`src/rtl/sub_serial_if.sv`:
```
`default_nettype none
// ============================================================================
// Module      : sub_serial_if
// Description : Handshake/operand bundle for the bit-serial subtractor.
//               The controller (master) drives the start/ack strobe and the
//               operands; the subtractor (slave) returns the registered
//               difference, the final borrow and the busy/done status.
//   en     : start request in IDLE, acknowledge in DONE        (master -> slave)
//   a, b   : minuend / subtrahend, sampled on the start edge   (master -> slave)
//   out    : registered difference (a - b) mod 2^WIDTH         (slave -> master)
//   borrow : registered final borrow, 1 when a < b unsigned    (slave -> master)
//   busy   : operation in progress                             (slave -> master)
//   done   : result valid and held until acknowledged          (slave -> master)
// Revision    : 1.0 - initial release
// ============================================================================
interface sub_serial_if #(
   parameter int WIDTH = 8
);
   logic             en;
   logic [WIDTH-1:0] a;
   logic [WIDTH-1:0] b;
   logic [WIDTH-1:0] out;
   logic             borrow;
   logic             busy;
   logic             done;

   // Controller side.
   modport master (
      output en,
      output a,
      output b,
      input  out,
      input  borrow,
      input  busy,
      input  done
   );

   // Subtractor side.
   modport slave (
      input  en,
      input  a,
      input  b,
      output out,
      output borrow,
      output busy,
      output done
   );
endinterface : sub_serial_if
`default_nettype wire

```
`src/rtl/sub_serial.sv`:
```
`default_nettype none
// ============================================================================
// Module      : sub_serial
// Description : Bit-serial unsigned subtractor, out = a - b (mod 2^WIDTH),
//               one bit per clock LSB first through a single full-subtractor
//               cell, with a registered final borrow. Control is IDLE -> SUB
//               (WIDTH cycles) -> DONE, started and acknowledged with en, so it
//               is interchangeable with the bit-serial adder of the library.
// Ports       : clk  - rising-edge clock
//               rst  - asynchronous active-high reset, clears every register
//               bus  - sub_serial_if.slave (en, a, b in; out, borrow, busy,
//                      done out)
// Revision    : 1.0 - initial release
// ============================================================================
module sub_serial #(
   parameter int WIDTH = 8
) (
   input  wire logic   clk,
   input  wire logic   rst,
   sub_serial_if.slave bus
);

   // -------------------------------------------------------------------------
   // Constants
   // -------------------------------------------------------------------------
   localparam int CNT_W = (WIDTH > 1) ? $clog2(WIDTH) : 1;

   localparam logic [1:0] IDLE = 2'd0;   // waiting for en
   localparam logic [1:0] SUB  = 2'd1;   // shifting / subtracting
   localparam logic [1:0] DONE = 2'd2;   // result held until acknowledged

   localparam logic [CNT_W-1:0] CNT_LAST = CNT_W'(WIDTH - 1);
   localparam logic [CNT_W-1:0] CNT_ONE  = CNT_W'(1);

   // A one-bit operand would make the shift/count logic degenerate.
   generate
      if (WIDTH < 2) begin : g_width_check
         $error("sub_serial: WIDTH must be at least 2");
      end
   endgenerate

   // -------------------------------------------------------------------------
   // Registers (<sig>_q) and their next values (<sig>_d)
   // -------------------------------------------------------------------------
   logic [1:0]       state_q,  state_d;
   logic [WIDTH-1:0] a_reg_q,  a_reg_d;
   logic [WIDTH-1:0] b_reg_q,  b_reg_d;
   logic [WIDTH-1:0] out_q,    out_d;
   logic             bw_q,     bw_d;       // running borrow between bit slices
   logic             borrow_q, borrow_d;   // borrow out of the MSB slice
   logic [CNT_W-1:0] count_q,  count_d;

   // -------------------------------------------------------------------------
   // Full-subtractor cell working on the current LSBs
   // -------------------------------------------------------------------------
   logic a_bit;
   logic b_bit;
   logic diff_bit;
   logic bw_next;
   logic last_slice;
   logic start;

   always_comb begin
      a_bit      = a_reg_q[0];
      b_bit      = b_reg_q[0];
      diff_bit   = a_bit ^ b_bit ^ bw_q;
      // Borrow out: either a plain 0-1, or equal bits that pass the
      // incoming borrow straight through.
      bw_next    = (~a_bit & b_bit) | (~(a_bit ^ b_bit) & bw_q);
      last_slice = (count_q == CNT_LAST);
      start      = (state_q == IDLE) && bus.en;
   end

   // -------------------------------------------------------------------------
   // FSM: state register
   // -------------------------------------------------------------------------
   always_ff @(posedge clk or posedge rst) begin
      if (rst) begin
         state_q <= IDLE;
      end else begin
         state_q <= state_d;
      end
   end

   // -------------------------------------------------------------------------
   // FSM: next-state logic
   // -------------------------------------------------------------------------
   always_comb begin
      state_d = state_q;
      case (state_q)
         IDLE: begin
            if (bus.en) begin
               state_d = SUB;
            end
         end
         SUB: begin
            // en is deliberately ignored while the operation runs.
            if (last_slice) begin
               state_d = DONE;
            end
         end
         DONE: begin
            if (bus.en) begin
               state_d = IDLE;
            end
         end
         default: begin
            // The unused encoding recovers to IDLE without touching data.
            state_d = IDLE;
         end
      endcase
   end

   // -------------------------------------------------------------------------
   // FSM: outputs decoded from the state register
   // -------------------------------------------------------------------------
   always_comb begin
      bus.busy = (state_q == SUB);
      bus.done = (state_q == DONE);
   end

   // -------------------------------------------------------------------------
   // Datapath next-value logic
   // -------------------------------------------------------------------------
   always_comb begin
      a_reg_d  = a_reg_q;
      b_reg_d  = b_reg_q;
      out_d    = out_q;
      bw_d     = bw_q;
      borrow_d = borrow_q;
      count_d  = count_q;

      if (start) begin
         // Operands are only looked at on the start edge.
         a_reg_d  = bus.a;
         b_reg_d  = bus.b;
         out_d    = '0;
         bw_d     = 1'b0;
         borrow_d = 1'b0;
         count_d  = '0;
      end else if (state_q == SUB) begin
         // Each result bit enters at the MSB and walks down; after WIDTH
         // slices bit i has reached out[i].
         out_d   = {diff_bit, out_q[WIDTH-1:1]};
         a_reg_d = a_reg_q >> 1;
         b_reg_d = b_reg_q >> 1;
         bw_d    = bw_next;
         count_d = count_q + CNT_ONE;
         if (last_slice) begin
            borrow_d = bw_next;
         end
      end
   end

   // -------------------------------------------------------------------------
   // Datapath registers
   // -------------------------------------------------------------------------
   always_ff @(posedge clk or posedge rst) begin
      if (rst) begin
         a_reg_q  <= '0;
         b_reg_q  <= '0;
         out_q    <= '0;
         bw_q     <= 1'b0;
         borrow_q <= 1'b0;
         count_q  <= '0;
      end else begin
         a_reg_q  <= a_reg_d;
         b_reg_q  <= b_reg_d;
         out_q    <= out_d;
         bw_q     <= bw_d;
         borrow_q <= borrow_d;
         count_q  <= count_d;
      end
   end

   // -------------------------------------------------------------------------
   // Result outputs
   // -------------------------------------------------------------------------
   assign bus.out    = out_q;
   assign bus.borrow = borrow_q;

endmodule : sub_serial
`default_nettype wire

```
`src/flat_wrapper.sv`:
```
// flat-port wrapper written by rule: the top's interface ports become plain ports
module sub_serial_flat 
#(
   parameter int WIDTH = 8
)
  (clk, rst, bus_en, bus_a, bus_b, bus_out, bus_borrow, bus_busy, bus_done);
  sub_serial_if #(.WIDTH(WIDTH)) bus_i ();
  input  wire logic clk;
  input  wire logic rst;
  input wire logic [$bits(bus_i.en)-1:0] bus_en;
  input wire logic [$bits(bus_i.a)-1:0] bus_a;
  input wire logic [$bits(bus_i.b)-1:0] bus_b;
  output wire logic [$bits(bus_i.out)-1:0] bus_out;
  output wire logic [$bits(bus_i.borrow)-1:0] bus_borrow;
  output wire logic [$bits(bus_i.busy)-1:0] bus_busy;
  output wire logic [$bits(bus_i.done)-1:0] bus_done;
  assign bus_i.en = bus_en;
  assign bus_i.a = bus_a;
  assign bus_i.b = bus_b;
  assign bus_out = bus_i.out;
  assign bus_borrow = bus_i.borrow;
  assign bus_busy = bus_i.busy;
  assign bus_done = bus_i.done;
  sub_serial #(.WIDTH(WIDTH)) u_core (.clk(clk), .rst(rst), .bus(bus_i));
endmodule
```
`config.mk`:
```
export PLATFORM = sky130hd
export DESIGN_NAME = sub_serial_flat
export DESIGN_NICKNAME = d
export VERILOG_FILES = /design/src/rtl/sub_serial_if.sv /design/src/rtl/sub_serial.sv /design/src/flat_wrapper.sv
export SDC_FILE = /design/constraint.sdc
export NUM_CORES = 1
export LEC_CHECK = 0
export ABC_AREA = 1
export CORE_MARGIN = 8
export CORE_UTILIZATION = 62
export DETAILED_ROUTE_END_ITERATION = 6
export DONT_BUFFER_PORTS = 1
export PLACE_DENSITY = 0.86
export SETUP_SLACK_MARGIN = 0.5
export SYNTH_ARGS = -nofsm -noshare
export SYNTH_HDL_FRONTEND = slang
export SYNTH_SLANG_ARGS = --single-unit
```
`constraint.sdc`:
```
create_clock -name clk -period 1.4 [get_ports clk]
set_input_delay 0.21 -clock clk [delete_from_list [all_inputs] [get_ports clk]]
set_output_delay 0.21 -clock clk [all_outputs]
set_load 0.01 [all_outputs]
```
==> results.txt <==
The run finished with clean final reports. The min-delay analysis places its worst path in the category in2reg. The max-slew headroom at the worst pin came out at roughly three quarters. The average vias per placed instance came out at 5.742.

The library cell used most frequently in the layout, excluding fill and tap cells, is nand2_1. The hold violation total from the final report is 0. The top cell types in the final layout, fill and taps aside, are nand2_1, nand3_2, dfrtp_1. The routed length per instance came out at ~17 um.

The HPWL after detailed placement is approximately 2.4 mm. The total I/O pin count is 30. TritonCTS built the clock tree. The total negative slack for setup checks came out at 0 ps. The area inside the core boundary is 2477 um^2. The capturing element type of the critical path is a register.

The synthesized area per cell came out at 7.784 um^2. The minimum clock period came out at about 1300 ps. Wires add up to roughly 4.5 mm. The buffer type at the clock tree root is clkbuf_4.

After floorplanning, the core was divided into 18 placement rows. The startpoint kind of the worst setup timing path is a register. The clock arrives with approximately 7.4 ps of skew. STA puts the critical path data arrival time at around 1600 ps. For this run, the total global-route usage over all layers was measured as between 10% and 20%. The maximum vdd ir drop came out at around 2000 uV.

The critical-path maximum fanout is 11. The final critical path takes up between 90% and 100% of the cycle. The post-route antenna net violation count is 0. The total clock buffers created by CTS came out at 5. The first-pass iteration count of the detailed router came out at 4. The maximum number of pins on one net before global-route repair is 32. In this run, distinct cell masters in the synthesized netlist total 18.

The number of port buffers is 0. In this run the number of H-tree levels came out at 2. The buffer depth of the longest clock path is 2. The global-route congestion overflow total came out at 0.

The die is approximately 67 um tall. The setup path with the least slack is of type reg2reg. The clock drives 31 sinks. The final estimated routing congestion in global placement came out at ~0.73.

The cell area that synthesis handed to floorplanning was 1619 um^2. The initial standard-cell utilization of the core came out at about two thirds. Setup repair after global routing could not meet its margin everywhere.

Measured against the total synthesized area, the mux share comes to 0%. The wire length of the first global-routing pass is roughly 6.6 mm. Max-cap violations in this run came to 0. Summing the areas of all and, or, nand and nor instances in the mapped netlist gives between 30% and 40% of the synthesized area. By area, the combinational part of the netlist is dominated by simple AND/OR/NAND/NOR gates. Setup violations remaining at the end of the flow were counted as 0. Static timing analysis puts the maximum clock frequency at between 0.7 and 0.8 GHz.

Summing the areas of all xor and xnor instances in the mapped netlist gives 0% of the synthesized area. The sequential cell area fraction in the yosys report came out at a little under half. The areal power density over the cells came out at ~2300 nW/um^2. The die span in x is around 67 um. After detailed routing, the number of remaining DRC violations is 0. In the final design database the tool counted around 250 nets. The floorplan die area is about 4500 um^2.

The total inserted antenna cells is 0. The adder-cell share of the synthesized area came out at under 10%. The tightest hold path in the finished design has a slack of roughly 82 ps. The post-synthesis sequential element count is 31. At the pin with the least slew margin, the transition time is roughly 390 ps. The clock transition time at the flip-flop clock pins of the worst setup and hold paths came out at 100 ps.

Data on the critical path is required at its endpoint by between 1500 and 2000 ps. The count of filler cells inserted in the layout came out at roughly 130. In this run the static leakage power is roughly 0.0011 uW.

The signed area change from the synthesized netlist to the final layout came out at 30.45%. The count of vias placed by the detailed router came out at between 1,000 and 1,500. The count of pins over their slew limit is 0.

The net count after synthesis came out at 230. Summing the areas of all compound-gate instances in the mapped netlist gives between 1 and 1.5% of the synthesized area. The number of DRC violations after detailed-routing iteration 0 came out at 93. The number of instances in the synthesized netlist came out at roughly 210.

The initial antenna violation count is 0. The number of global-route vias before repair came to around 1,400. The share of layout cells above drive strength 1 came out at about 36%. The number of warning messages in the yosys log is 0. The clock reaches the later pin of the worst-skew pair after around 340 ps.
[registers in the layout, summed over array words and instances, names as in the netlist]
name	count
u_core.b_reg_q	8
u_core.bus.out	8
u_core.bw_q	1
u_core.state_q	2
u_core.a_reg_q	8
u_core.bus.borrow	1
u_core.count_q	3
[path summary, 6_finish.rpt]
path | from | to | slack [ps] | cells after the start
max | u_core.state_q[0] | u_core.a_reg_q[6] | 80 | 7
min | bus_en | u_core.state_q[1] | 80 | 3
max reg2reg | u_core.state_q[0] | u_core.a_reg_q[6] | 80 | 7
min reg2reg | u_core.b_reg_q[5] | u_core.b_reg_q[5] | 520 | 2
max in group asynchronous | rst | u_core.bus.out[7] | 670 | 3
min in group asynchronous | rst | u_core.bus.out[0] | 430 | 3
[layer usage]
metal,part of all wire (%),up-vias,routed length (um),track usage (%)
met4,2.6,0,116,7.572
met1,36,713,1631,21.22
met3,7.5,14,336,7.383
met2,53,65,2386,32.38
met5,0,-,0,0
li1,-,678,-,-
[report_power, final]
group | switching, uW | leakage (uW) | internal, uW
Combinational | 1460 | 0.000699 | 1070
Clock | 321 | 0.0000375 | 293
Sequential | 393 | 0.000379 | 1320
Total | 2180 | 0.00112 | 2680
[cells in the mapped netlist (all sizes together)]
master,number,share of area [%]
nand2,89,21
nand3,43,13
dfrtp,31,48
inv,22,5.1
buf,13,6.8
ha,2,1.5
nor2,2,0.62
o21ai,2,1.1
or2,2,0.77
fa,1,1.2
nand4,1,0.39
[metrics by stage]
| step | std cells | cell area (um^2) | worst slack (ps) | utilization (%) | power [uW] |
|---|---|---|---|---|---|
| after floorplan | 208 | 1810 | 269.2 | - | 3425 |
| after global placement | 232 | 1799 | 254.4 | 72.63 | 3536 |
| after detailed placement | 232 | 1799 | 227.8 | 72.63 | 3686 |
| after CTS | 251 | 1999 | 156.3 | 80.71 | 4504 |
| after global routing | 256 | 2112 | 56.81 | 85.25 | 5215 |
| final | 256 | 2112 | 76.36 | 85.25 | 4859 |
[what timing repair did]
action | 4_1_cts | 5_1_grt
endpoints found under the setup margin | 42 | 42
pin swaps | 2 | 5
setup buffers | 7 | 2
resized for setup | 13 | 8
hold buffers | 3 | 0
cloned | 1 | 3
hold endpoints to repair | 33 | 0
[area by class of cell]
type	instances	area, um^2	area share (%)
clock inverter	1	7.507	0.3554
sequential	31	783.3	37.09
inverter	22	87.58	4.147
tap	30	37.54	1.777
timing repair buffer	22	286.5	13.57
clock buffer	7	65.06	3.081
multi-input combinational	142	840.8	39.81
timing repair inverter	1	3.754	0.1777
[critical path: stages, from the launching register on]
cell and delay [ps]:
dfrtp_2 460, buf_4 160, nor2_4 90, nand2_4 120, buf_12 180, nand2_2 50, nand2_1 80, nand2_1 110
[cells by family after synthesis]
logic type | count (synthesis)
compound gates | 2
fa+ha+maj | 3
buf+inv | 35
flops | 31
simple gates | 137
Power figures use the tool's default switching activity.
